--- config.mk ---
export PLATFORM = sky130hd
export DESIGN_NAME = booth_r4_seq_mult_flat
export DESIGN_NICKNAME = d
export VERILOG_FILES = /design/src/rtl/booth_pkg.sv /design/src/rtl/booth_r4_seq_mult_if.sv /design/src/rtl/booth_r4_recoder.sv /design/src/rtl/booth_r4_seq_mult.sv /design/src/flat_wrapper.sv
export SDC_FILE = /design/constraint.sdc
export NUM_CORES = 1
export LEC_CHECK = 0
export BUFFER_PORTS_ARGS = -buffer_cell sky130_fd_sc_hd__buf_2
export CAP_MARGIN = 20
export CELL_PAD_IN_SITES_DETAIL_PLACEMENT = 0
export CELL_PAD_IN_SITES_GLOBAL_PLACEMENT = 2
export CORE_UTILIZATION = 41
export DETAILED_ROUTE_END_ITERATION = 16
export PLACE_DENSITY = 0.9
export SYNTH_ARGS = -nofsm -noshare
export SYNTH_HDL_FRONTEND = slang
export SYNTH_SLANG_ARGS = --single-unit
--- constraint.sdc ---
create_clock -name clk -period 16.8 [get_ports clk]
set_input_delay 3.36 -clock clk [delete_from_list [all_inputs] [get_ports clk]]
set_output_delay 3.36 -clock clk [all_outputs]
set_load 0.1 [all_outputs]
--- src/rtl/booth_pkg.sv ---
// Shared types for the radix-4 Booth sequential multiplier: FSM states, digit codes
// and the iteration-counter width helper.
package booth_pkg;

  typedef enum logic [1:0] {IDLE, CALC, DONE} state_t;

  typedef enum logic [2:0] {ZERO, POS1, POS2, NEG1, NEG2} digit_t;

  // Counter must hold WIDTH/2+1 (the digit count).
  function automatic int cnt_width(input int width);
    return $clog2(width / 2 + 2);
  endfunction

endpackage

--- src/rtl/booth_r4_seq_mult_if.sv ---
// Start/busy/done handshake bundle for booth_r4_seq_mult.
// Optional BOOTH_ACCUM_EN adds the accumulate-preload signals acc_en/acc_in.
interface booth_r4_seq_mult_if #(parameter int WIDTH = 32);

  logic                 start;
  logic                 is_signed;
  logic [WIDTH-1:0]     multiplicand;
  logic [WIDTH-1:0]     multiplier;
  logic                 busy;
  logic                 done;
  logic [2*WIDTH-1:0]   product;
`ifdef BOOTH_ACCUM_EN
  logic                 acc_en;
  logic [2*WIDTH-1:0]   acc_in;

  modport master (output start, is_signed, multiplicand, multiplier, acc_en, acc_in,
                  input  busy, done, product);
  modport slave  (input  start, is_signed, multiplicand, multiplier, acc_en, acc_in,
                  output busy, done, product);
`else
  modport master (output start, is_signed, multiplicand, multiplier,
                  input  busy, done, product);
  modport slave  (input  start, is_signed, multiplicand, multiplier,
                  output busy, done, product);
`endif

endinterface

--- src/rtl/booth_r4_recoder.sv ---
// Combinational radix-4 Booth recoder: multiplier triplet -> digit, and the
// matching 0/+-A/+-2A partial product of the (already aligned) multiplicand.
module booth_r4_recoder
  import booth_pkg::*;
#(
  parameter int AW = 66
) (
  input  logic [2:0]           triplet,
  input  logic signed [AW-1:0] mcand,
  output logic signed [AW-1:0] pp
);

  digit_t digit;

  always_comb begin
    digit = ZERO;
    case (triplet)
      3'b001, 3'b010: digit = POS1;
      3'b011:         digit = POS2;
      3'b100:         digit = NEG2;
      3'b101, 3'b110: digit = NEG1;
      default:        digit = ZERO;
    endcase
  end

  always_comb begin
    pp = '0;
    case (digit)
      POS1:    pp = mcand;
      POS2:    pp = mcand <<< 1;
      NEG1:    pp = -mcand;
      NEG2:    pp = -(mcand <<< 1);
      default: pp = '0;
    endcase
  end

endmodule

--- src/rtl/booth_r4_seq_mult.sv ---
// Iterative radix-4 Booth multiplier, one digit per cycle, signed/unsigned per operation.
// Define BOOTH_ACCUM_EN to add acc_en/acc_in accumulator preload (product = A*B + acc_in).
module booth_r4_seq_mult
  import booth_pkg::*;
#(
  parameter int WIDTH = 32
) (
  input logic              clk,
  input logic              rst_n,
  booth_r4_seq_mult_if.slave bus
);

  localparam int AW = 2 * WIDTH + 2;
  localparam int BW = WIDTH + 3;
  localparam int CW = cnt_width(WIDTH);
  localparam logic [CW-1:0] NDIG = CW'(WIDTH / 2 + 1);

  generate
    if ((WIDTH % 2) != 0 || WIDTH < 4) begin : g_bad_width
      $error("booth_r4_seq_mult: WIDTH must be even and >= 4");
    end
  endgenerate

  state_t                state;
  logic [CW-1:0]         cnt;
  logic                  accept;
  logic                  sa, sb;
  logic signed [AW-1:0]  ext_a;
  logic [WIDTH+1:0]      ext_b;
  logic signed [AW-1:0]  acc_init;
  logic signed [AW-1:0]  acc;
  logic signed [AW-1:0]  mcand;
  logic signed [AW-1:0]  pp;
  logic [BW-1:0]         mplr;

  assign accept = (state == IDLE) && bus.start;
  assign sa     = bus.is_signed & bus.multiplicand[WIDTH-1];
  assign sb     = bus.is_signed & bus.multiplier[WIDTH-1];
  assign ext_a  = {{(AW - WIDTH){sa}}, bus.multiplicand};
  assign ext_b  = {{2{sb}}, bus.multiplier};

`ifdef BOOTH_ACCUM_EN
  logic sc;
  assign sc       = bus.is_signed & bus.acc_in[2*WIDTH-1];
  assign acc_init = bus.acc_en ? {{2{sc}}, bus.acc_in} : '0;
`else
  assign acc_init = '0;
`endif

  // Multiplicand is pre-shifted instead of shifting the accumulator right.
  booth_r4_recoder #(.AW(AW)) u_recoder (
    .triplet (mplr[2:0]),
    .mcand   (mcand),
    .pp      (pp)
  );

  // Control and result: product is registered on leaving DONE so done and product rise together.
  always_ff @(posedge clk or negedge rst_n) begin
    if (!rst_n) begin
      state       <= IDLE;
      cnt         <= '0;
      bus.busy    <= 1'b0;
      bus.done    <= 1'b0;
      bus.product <= '0;
    end else begin
      bus.done <= 1'b0;
      case (state)
        IDLE: begin
          if (bus.start) begin
            state    <= CALC;
            cnt      <= NDIG;
            bus.busy <= 1'b1;
          end
        end
        CALC: begin
          cnt <= cnt - 1'b1;
          if (cnt == CW'(1)) state <= DONE;
        end
        DONE: begin
          state       <= IDLE;
          bus.busy    <= 1'b0;
          bus.done    <= 1'b1;
          bus.product <= acc[2*WIDTH-1:0];
        end
        default: state <= IDLE;
      endcase
    end
  end

  // Datapath: operands reload on every accepted start, so no reset is needed here.
  always_ff @(posedge clk) begin
    if (accept) begin
      acc   <= acc_init;
      mcand <= ext_a;
      mplr  <= {ext_b, 1'b0};
    end else if (state == CALC) begin
      acc   <= acc + pp;
      mcand <= mcand <<< 2;
      mplr  <= mplr >> 2;
    end
  end

endmodule

--- src/flat_wrapper.sv ---
// flat-port wrapper written by rule: the top's interface ports become plain ports
module booth_r4_seq_mult_flat import booth_pkg::*;
#(
  parameter int WIDTH = 32
)
  (clk, rst_n, bus_start, bus_is_signed, bus_multiplicand, bus_multiplier, bus_busy, bus_done, bus_product);
  booth_r4_seq_mult_if #(.WIDTH(WIDTH)) bus_i ();
  input logic clk;
  input logic rst_n;
  input wire logic [$bits(bus_i.start)-1:0] bus_start;
  input wire logic [$bits(bus_i.is_signed)-1:0] bus_is_signed;
  input wire logic [$bits(bus_i.multiplicand)-1:0] bus_multiplicand;
  input wire logic [$bits(bus_i.multiplier)-1:0] bus_multiplier;
  output wire logic [$bits(bus_i.busy)-1:0] bus_busy;
  output wire logic [$bits(bus_i.done)-1:0] bus_done;
  output wire logic [$bits(bus_i.product)-1:0] bus_product;
  assign bus_i.start = bus_start;
  assign bus_i.is_signed = bus_is_signed;
  assign bus_i.multiplicand = bus_multiplicand;
  assign bus_i.multiplier = bus_multiplier;
  assign bus_busy = bus_i.busy;
  assign bus_done = bus_i.done;
  assign bus_product = bus_i.product;
  booth_r4_seq_mult #(.WIDTH(WIDTH)) u_core (.clk(clk), .rst_n(rst_n), .bus(bus_i));
endmodule
Yosys cells after proc, flatten, opt, wreduce, memory -nomap -nowiden
Cells that the tools add are included.
Widths: inputs -> output; s select.
{ "classes": {"bitwise": 2, "mux": 14, "eq_ne": 15, "add_sub_neg": 4, "n_reduce_logical": 10} }
{ "op_table": {"columns": ["op", "n"], "rows": [
  ["$pmux 66 s4", 1],
  ["$mux 66", 2],
  ["$neg 66->66", 2],
  ["$mux 35", 2],
  ["$add 66x66->66", 1],
  ["$eq 3x2->1 const B", 4],
  ["$eq 3x3->1 const B", 4],
  ["$pmux 3 s4", 1],
  ["$pmux 5 s2", 1],
  ["$eq 3x1->1 const B", 2],
  ["$reduce_and 2->1", 3],
  ["$reduce_bool 2->1", 3],
  ["$eq 5x1->1 const B", 1],
  ["$mux 5", 1],
  ["$sub 5x1->5 const B", 1],
  ["$mux 2", 2],
  ["$pmux 2 s2", 1],
  ["$reduce_or 2->1", 2],
  ["$and 1x1->1", 2],
  ["$eq 2x1->1 const B", 1],
  ["$eq 2x2->1 const B", 1],
  ["$logic_not 2->1", 1],
  ["$mux 1", 2],
  ["$ne 2x1->1 const B", 1],
  ["3 further kinds", 3]
]} }
{ "word_totals": {"in_bits": 68, "output_inout_bits": 66, "word_cells": 54, "ff_bits": 240} }

Depth between registers and ports, before layout
Gate-level depths: netlist (run 1).
{ "depth": {"ltp_word": 6, "ltp_mapped": 26} }

By module
Synthesis (run 1) repeated with hierarchy kept, for this count alone.
{ "unflattened": {"cells_unflattened": 1929, "area_unflattened_um2": 16427.0} }
{ "modules_own_cells": {"columns": ["mod", "n_inst", "cells_each", "area_each_um2"], "rows": [
  ["booth_r4_seq_mult", 1, 1295, 12643.4],
  ["booth_r4_recoder", 1, 634, 3783.6]
]} }

Worst setup path after synthesis (run 1)
No wires, ideal clock.
{ "synth_timing": {"kind": "input port to flip-flop", "from": "input port bus_start", "to": "register u_core.mcand[0], enable pin", "path_slack_ps": 10570, "arrival_time_ps": 5779, "cell_stages": 4, "cell_sequence": "nor3b_1 -> clkbuf_1 -> nor2_1 -> inv_1"} }
{ "synth_between": {"elab_chain_len": 2} }
{ "synth_lines": {"columns": ["element", "line_no", "source"], "rows": [
  ["start, declared", "flat_wrapper.sv:10", "input wire logic [$bits(bus_i.start)-1:0] bus_start;"],
  ["$logic_and 1x1->1", "booth_r4_seq_mult.sv:36", "assign accept = (state == IDLE) && bus.start;"],
  ["$reduce_bool 2->1 (no line)", null, null],
  ["end signal, assigned", "booth_r4_seq_mult.sv:94", "mcand <= ext_a;"],
  ["end signal, assigned", "booth_r4_seq_mult.sv:98", "mcand <= mcand <<< 2;"],
  ["end, declared", "booth_r4_seq_mult.sv:32", "logic signed [AW-1:0] mcand;"]
]} }
Every way passes these cells.
A chain may end at the register's enable or synchronous reset.

Final worst setup path (run 1)
{ "layout_timing": {"from": "register u_core.mcand[11]", "to": "register u_core.acc[61]"} }
{ "layout_between": {"elab_chain_len": 3, "word_cells_on_any_way": 4, "classes_between": "add/sub (3); mux (1)"} }
{ "layout_lines": {"columns": ["element", "line_no", "source"], "rows": [
  ["$neg 66->66 (on tied branches)", "booth_r4_recoder.sv:31, booth_r4_recoder.sv:32", null],
  ["$pmux 66 s4 (*)", "booth_r4_recoder.sv:28", "case (digit)"],
  ["$add 66x66->66 (*)", "booth_r4_seq_mult.sv:97", "acc <= acc + pp;"],
  ["end signal, assigned", "booth_r4_seq_mult.sv:93", "acc <= acc_init;"],
  ["end signal, assigned", "booth_r4_seq_mult.sv:97", null],
  ["end, declared", "booth_r4_seq_mult.sv:31", "logic signed [AW-1:0] acc;"]
]} }
Every way passes the cells marked *; elsewhere a longest branch is shown, timed or not.

==> flow_summary.toml, run 1 <==
[place]
io_buffers = 133
place.gp.congestion = 0.904
post-place-cells = 2373
dp_hpwl_mm = 32.3

[worst_setup_path]
path_cells = "nor3_1 > and4_1 > nand4_1 > nor3_1 > nand2_1 > nor3_1 > nand2_1 > nand2_1 > xnor2_1 > a221oi_1 > a31oi_1 > ha_1 > nand2_1 > nor4_1 > nand3_1 > nor2_1 > o311ai_0 > a31oi_1 > o211ai_1 > a211oi_1 > o21ai_0 > nor3b_1 > o31ai_1"
crit_buf_inv = 0
crit_fanout = 11
crit_path_frequent_cell = "nand2_1"
r2r-start = "u_core.mcand[11]"
cp.arrival_ns = 7.42
worstPathRequired_ns = 17.28
crit_path_start_kind = "flip-flop"
slowest_stage = "nor3_1"
cpPeakStageDelay_ns = 0.57
r2r_end = "u_core.acc[61]"
worst-r2r-cell-count = 23
path_class = "reg2reg"
worstSetupEndpointType = "flip-flop"
ff2ff_setup_slack_ns = 9.87
critPathTopFamily = "simple AND/OR/NAND/NOR gates"

[min_path]
min_to = "u_core.acc[59]"
worstHoldPathCells = 2
min_from = "u_core.acc[59]"
hp-class = "reg2reg"

[routing]
viasPerCell = 5.65
drtIter0Drc = 1095
totalWireLength_mm = 45.5
first_pass_iters = 5
drc = 0
vias = 13700
wl_per_cell_um = 18.8
detail-route-antenna-nets = 0

[final_layout]
area_delta_synth_final_pct = 11.1
nets = 2021
seq_area_um2 = 6040
drive_gt1_frac = 0.159
diodes = 0
multi_input_area_um2 = 9340
final_core_util = 0.462
nFillCells = 3783
stdcell_count = 2427

[timing]
rsz0062_at_grt = "no"
clock.fmax_ghz = 0.144
fin_worst_skew_ns = 0.0233
tightest_slew_ns = 1.04
period_minus_slack_ns = 6.93
min_period_over_period = 0.413
setup_viol = 0
slew_headroom = 0.308
hold_viol_final = 0
worst_hold_slack_ns = 0.477
slew_violations = 0
fin_setup_tns_ns = 0

[floorplan]
die_h_um = 200
dieArea_um2 = 40000
row_count = 72
io_pins = 134
core_um2 = 38600
start_util = 0.416
die_x_um = 200

[synthesis]
async_flop_share = 0.311
synth_warnings = 0
synth.most_common_cell = "nand2_1"
synth_cells = 1853
yosysTopAreaCell = "edfxtp_1"
synthTopCellsByArea = "edfxtp_1 18%, dfrtp_1 11%, dfxtp_1 8.1%"
ys_types = 85
syn_avg_cell_area_um2 = 8.68
synth_edf_count = 97
netlist_area_um2 = 16100
ys_seq_area_frac = 0.376
ys_ff_latch = 235
postSynth.topFlopCell = "edfxtp_1"
synth_fp_nets = 1988
synth_top_area_frac = 0.181
ys_top_cells_by_count = "312 x nand2_1, 135 x a21oi_1, 121 x clkbuf_1"

[global_routing]
antenna_found_initial = 0
grt_pass1_wl_mm = 72.4
grtUsageTotal = 0.230
grt_max_degree = 93
grt_pass1_vias = 13000
overflow = 0

[cts]
path_clk_slew_ns = 0.06
cts_resized = 0
cts.sinks = 235
cts_buffers = 29
cts_tree = "done"
cts_buffer_depth = 3
clockRootBuffer = "clkbuf_16"
insertion_delay_ns = 0.58
cts_hold_buf = 0
post_cts_buffers = 0
htree_levels = 1

[flow_run]
drv_cap = 0

[run_status]
status = "finished, final reports clean"
## per-stage QoR
| step | setup WS (ns) | cell area (µm²) |
|---|---|---|
| detailed placement | 9.97 | 16900 |
| floorplan | 10.57 | 16100 |
| finish | 9.87 | 17900 |
| global route | 9.39 | 17900 |
| CTS | 9.91 | 17900 |
| global placement | 9.97 | 16900 |
## registers in the layout (all words and copies together) (netlist names)
name and count:
u_core.mplr 34, u_core.state 2, u_core.cnt 5, u_core.bus.product 64, u_core.bus.busy 1, u_core.acc 64
u_core.mcand 64, u_core.bus.done 1
## routing by layer
metal / routed length, µm / track usage / vias to the layer above
met5: 0 / 0 / -
met1: 21900 / 0.336 / 6545
li1: - / - / 6746
met2: 19500 / 0.345 / 377
met4: 801 / 0.0560 / 0
met3: 3320 / 0.0460 / 56
## worst register-to-register path: stages, from the launching register on
cell	delay (ns)
edfxtp_1	0.52
nor3_1	0.57
and4_1	0.39
nand4_1	0.53
nor3_1	0.49
nand2_1	0.19
nor3_1	0.43
nand2_1	0.16
nand2_1	0.11
xnor2_1	0.09
a221oi_1	0.32
a31oi_1	0.13
ha_1	0.48
nand2_1	0.17
nor4_1	0.29
nand3_1	0.13
nor2_1	0.15
o311ai_0	0.29
a31oi_1	0.34
o211ai_1	0.19
a211oi_1	0.36
o21ai_0	0.16
nor3b_1	0.16
o31ai_1	0.21
## cell families after synthesis
kind of cell	after synthesis	synth area share
multiplexers	79	0.0541
AO/OA/AOI/OAI	514	0.206
adder cells (fa/ha/maj)	67	0.0526
buffers and inverters	177	0.0450
flip-flops	235	0.376
AND/OR/NAND/NOR	638	0.189
XOR/XNOR	143	0.0779
## cell type report
cell class              instances  share of cell area
multi-input cells            1441               0.523
flip-flops and latches        235               0.338
clock buffers                  40              0.0468
repair buffers                151              0.0450
well taps                     518              0.0363
inverters                      28             0.00602
clock inverters                14             0.00525
## placed cells by master, fill, tap and decap left out, types with 26 or more instances in the layout
cell type,n
nor3_1,30
mux2_2,64
nor2_1,99
a21o_1,60
edfxtp_1,97
a221oi_1,27
a21oi_1,135
o21ai_0,120
buf_2,132
nand3_1,26
xnor2_1,84
nand2_1,312
dfrtp_1,73
dfxtp_1,64
a31oi_1,35
ha_1,66
clkbuf_16,29
xor2_1,59
a22o_1,33
nand2b_1,45
## worst max path at each step
stage	to	slack, ns	from	depth (start not counted)
finish	u_core.acc[61]	9.87	u_core.mcand[11]	23
global route	u_core.acc[61]	9.39	u_core.mcand[11]	23
CTS	u_core.acc[61]	9.91	u_core.mcand[11]	23
detailed placement	u_core.acc[61]	9.97	u_core.mcand[11]	23
global placement	u_core.acc[61]	9.97	u_core.mcand[11]	23
floorplan	u_core.mcand[0]	10.57	bus_start	4
Power of run 1 is left out: the tool's default activity adds up to more than one toggle a clock period on the data nets, which glitch-free logic cannot reach.
==> inputs of run 2 (changes only) <==
Settings changed: CORE_UTILIZATION 41 to 38, PLACE_DENSITY 0.9 to 0.85.
Clock period 16.8 ns to 6.6 ns, I/O delays scaled along.
==> flow_summary.toml, run 2 (synthesized netlist as in run 1, its figures left out) <==
[global_routing]
grtUsageTotal = 0.218
overflow = 0
antenna_found_initial = 1
grt_max_degree = 71
grt_pass1_wl_mm = 75.5
grt_pass1_vias = 13200

[cts]
cts_hold_buf = 0
htree_levels = 1
insertion_delay_ns = 0.57
cts.sinks = 235
cts_buffers = 29
path_clk_slew_ns = 0.06
clockRootBuffer = "clkbuf_16"
cts_buffer_depth = 3
cts_tree = "done"

[floorplan]
core_um2 = 41900
start_util = 0.384
die_h_um = 208
row_count = 75
die_x_um = 208
io_pins = 134
dieArea_um2 = 43200

[place]
dp_hpwl_mm = 34.0
place.gp.congestion = 0.909
placed_area_um2 = 17100
io_buffers = 133
post-place-cells = 2411

[final_layout]
diodes = 0
mostFrequentLayoutCells = "312 x nand2_1, 135 x a21oi_1, 132 x buf_2"
reg_top3 = "u_core.acc x64, u_core.bus.product x64, u_core.mcand x64"
stdcell_count = 2464
area_delta_synth_final_pct = 12.6
nets = 2038
final_common_cell = "nand2_1"
final_area_um2 = 18100
drive_gt1_frac = 0.170

[routing]
detail-route-antenna-nets = 0
vias = 13800
first_pass_iters = 6
drtIter0Drc = 1059
drc = 0
viasPerCell = 5.62
wl_per_cell_um = 19.2
totalWireLength_mm = 47.3

[timing]
hold_viol_final = 0
period_minus_slack_ns = 6.23
rsz0062_at_grt = "yes"
fin_worst_skew_ns = 0.0150
clock.fmax_ghz = 0.161
slew_headroom = 0.395
slew_violations = 0
setup_viol = 0
min_period_over_period = 0.944
tightest_slew_ns = 0.908

[worst_setup_path]
cp.arrival_ns = 6.67
crit_fanout = 6
path_class = "reg2reg"
worstSetupEndpointType = "flip-flop"
crit_path_start_kind = "flip-flop"
worstPathRequired_ns = 7.04

[flow_run]
drv_cap = 0

[min_path]
hp-class = "reg2reg"

[run_status]
status = "finished, final reports clean"
## run 2: per-stage QoR
| step | hold slack (ns) | setup WS [ns] | utilization | TNS, ns |
|---|---|---|---|---|
| floorplan | 0.428 | 1.25 | - | 0 |
| global placement | 0.462 | 0.372 | 0.408 | 0 |
| detailed placement | 0.471 | 0.263 | 0.408 | 0 |
| CTS | 0.479 | 0.222 | 0.432 | 0 |
| global route | 0.513 | -0.0844 | 0.433 | -0.0844 |
| finish | 0.475 | 0.370 | 0.433 | 0 |
## run 2: worst max-delay path: stages, from the launching register on
cell and delay (ns):
edfxtp_1 0.47, inv_1 0.12, ha_1 0.21, nor3b_4 0.24
nor3b_2 0.23, nand4_1 0.19, or2_1 0.40, or3_4 0.41
or3_1 0.36, nand2_1 0.10, xnor2_1 0.09, a221oi_1 0.33
a31oi_1 0.14, ha_1 0.41, a21oi_1 0.24, o21ai_0 0.17
a2111oi_0 0.37, a21oi_1 0.13, o21bai_1 0.20, a31oi_1 0.17
o211ai_1 0.36, a211oi_1 0.16, o21ai_0 0.26, nor3b_1 0.24
o31ai_1 0.09
## run 2: area by class of cell
| type | count | area [µm²] |
|---|---|---|
| Fill cell | 4156 | 23700 |
| Multi-Input combinational cell | 1441 | 9360 |
| Sequential cell | 235 | 6040 |
| Timing Repair Buffer | 168 | 931 |
| Clock buffer | 36 | 828 |
| Tap cell | 539 | 674 |
| Clock inverter | 17 | 173 |
| Inverter | 28 | 108 |
## run 2: path summary, 6_finish.rpt
kind                       cells past startpoint       startpoint                      to  slack [ns]
max                                           24  u_core.mcand[1]          u_core.acc[61]        0.37
min                                            2   u_core.acc[12]          u_core.acc[12]        0.48
max reg2reg                                   24  u_core.mcand[1]          u_core.acc[61]        0.37
min reg2reg                                    2   u_core.acc[12]          u_core.acc[12]        0.48
max in group asynchronous                      2            rst_n  u_core.bus.product[45]        4.98
min in group asynchronous                      1            rst_n         u_core.bus.done        0.62
## run 2: routing by layer
layer	up-vias	GRT usage	wire [µm]
met5	-	0	19
met3	59	0.0303	2780
met2	392	0.338	20500
met4	2	0.0516	883
li1	6775	-	-
met1	6613	0.320	23100
## run 2: repair_timing
action                     in CTS  in global routing
setup buffers                   0                  0
setup endpoints to repair       0                  5
resized for setup               0                  5
Power of run 2 is left out for the same reason.
==> inputs of run 3 (changes only) <==
Settings changed: ABC_AREA set to 1, CORE_UTILIZATION 38 to 35.
==> flow_summary.toml, run 3 <==
[synthesis]
synth_edf_count = 97
postSynth.topFlopCell = "edfxtp_1"
synthTopCellsByArea = "edfxtp_1 17%, nand2_1 15%, dfrtp_1 11%"
synth_fp_nets = 2613
netlist_area_um2 = 16900
synth_top_area_frac = 0.172
ys_top_cells_by_count = "683 x nand2_1, 343 x inv_1, 285 x nor2_1"
async_flop_share = 0.311
synth.most_common_cell = "nand2_1"
ys_types = 46
synth_warnings = 0
ys_seq_area_frac = 0.357
syn_avg_cell_area_um2 = 6.84
yosysTopAreaCell = "edfxtp_1"
ys_ff_latch = 235
synth_cells = 2478

[timing]
setup_viol = 0
fin_setup_tns_ns = 0
hold_viol_final = 0
tightest_slew_ns = 1.05
clock.fmax_ghz = 0.198
setup_ws_ns = 1.56
slew_headroom = 0.300
fin_worst_skew_ns = 0.0136
slew_violations = 0
rsz0062_at_grt = "no"
min_period_over_period = 0.764
period_minus_slack_ns = 5.04

[final_layout]
reg_top3 = "u_core.acc x64, u_core.bus.product x64, u_core.mcand x64"
area_delta_synth_final_pct = 14.0
nets = 2715
nFillCells = 5103
diodes = 0
final_common_cell = "nand2_1"
mostFrequentLayoutCells = "682 x nand2_1, 340 x inv_1, 282 x nor2_1"
drive_gt1_frac = 0.0895

[place]
place_ws_ns = 1.77
dp_hpwl_mm = 47.0
io_buffers = 133
place.gp.congestion = 0.954

[global_routing]
grtUsageTotal = 0.244
antenna_found_initial = 0
overflow = 0
grt_pass1_wl_mm = 93.8
grt_pass1_vias = 16000
grt_max_degree = 97

[worst_setup_path]
cpPeakStageDelay_ns = 0.91
path_cells = "nand2_1 > nand2_1 > nor2_2 > buf_4 > clkinv_1 > o21ai_0 > ha_1 > nand2_1 > inv_1 > nand2_1 > nor2_1 > nand3_1 > o21ai_0 > nand2_1 > nand3_1 > nand3_1 > nand2_1 > inv_1"
worstSetupEndpointType = "flip-flop"
crit_fanout = 45
critPathTopFamily = "compound AO/OA/AOI/OAI gates"
slowest_stage = "o21ai_0"
cp.arrival_ns = 5.52
crit_path_frequent_cell = "nand2_1"
worstPathRequired_ns = 7.08
crit_path_start_kind = "flip-flop"
crit_buf_inv = 4
path_class = "reg2reg"

[floorplan]
die_x_um = 222
io_pins = 134
die_h_um = 222
row_count = 80
dieArea_um2 = 49300
core_um2 = 47700
start_util = 0.355

[routing]
viasPerCell = 5.23
wl_per_cell_um = 18.7
first_pass_iters = 5
drtIter0Drc = 1303
drc = 0
vias = 16800
detail-route-antenna-nets = 0
totalWireLength_mm = 60.3

[cts]
cts.sinks = 235
cts_buffers = 28
cts_hold_buf = 0
clockRootBuffer = "clkbuf_16"
path_clk_slew_ns = 0.06
cts_tree = "done"
cts_resized = 0
cts_buffer_depth = 3
post_cts_buffers = 0
htree_levels = 1
insertion_delay_ns = 0.59

[run_status]
status = "finished, final reports clean"

[flow_run]
drv_cap = 0

[min_path]
hp-class = "reg2reg"
-- run 3: cell types whose count changed after synthesis, moves of 49 or more --
cell and change:
a21o_1 -51, nand2_1 +371, mux2_2 -64, xnor2_1 -76, nand3_1 +108, o21ai_0 +83, nor2_1 +185, inv_1 +317
clkbuf_1 -49
-- run 3: area by class of cell --
type	instances	area, µm²	area share
tap	615	769	0.0399
multi-input combinational	1818	9320	0.483
timing repair buffer	150	816	0.0423
sequential	235	6040	0.313
inverter	347	1310	0.0677
clock buffer	43	926	0.0480
clock inverter	9	125	0.00648
-- run 3: worst paths after layout --
path,startpoint,end,slack [ns],depth (start not counted)
max in group asynchronous,rst_n,u_core.bus.product[59],5.07,1
min,u_core.bus.product[43],u_core.bus.product[43],0.46,2
max,u_core.mplr[1],u_core.acc[59],1.56,18
min in group asynchronous,rst_n,u_core.bus.busy,0.88,1
max reg2reg,u_core.mplr[1],u_core.acc[59],1.56,18
min reg2reg,u_core.bus.product[43],u_core.bus.product[43],0.46,2
-- run 3: worst min-delay path, delay by kind of cell (launching register included) --
kind,cells,cell delay [ns]
DFF,1,0.33
and+or+nand+nor,2,0.10
-- run 3: logic make-up (layout without fill, tap and decap cells) --
group,count (synthesis),count (layout),share of synthesized area
AO/OA/AOI/OAI,488,488,0.172
XOR/XNOR,73,73,0.0377
adder cells (fa/ha/maj),67,67,0.0499
buffers and inverters,425,549,0.0942
flip-flops,235,235,0.357
multiplexers,1,1,0.000591
AND/OR/NAND/NOR,1189,1189,0.289
-- run 3: routing by layer --
metal	share of wire	GRT usage	up-vias	routed length, µm
met2	0.43	0.373	487	25800
met3	0.058	0.0207	88	3470
li1	-	-	8329	-
met5	0	0	-	0
met1	0.49	0.364	7915	29300
met4	0.028	0.0719	0	1710
-- run 3: through the flow --
step	util	area (µm²)	cells	hold WS [ns]
after global routing	0.404	19300	3217	0.478
after global placement	0.382	18200	3164	0.448
after detailed placement	0.382	18200	3164	0.453
after floorplan	-	16900	2478	0.440
after CTS	0.404	19300	3216	0.468
final	0.404	19300	3217	0.464
Power of run 3 is left out for the same reason.
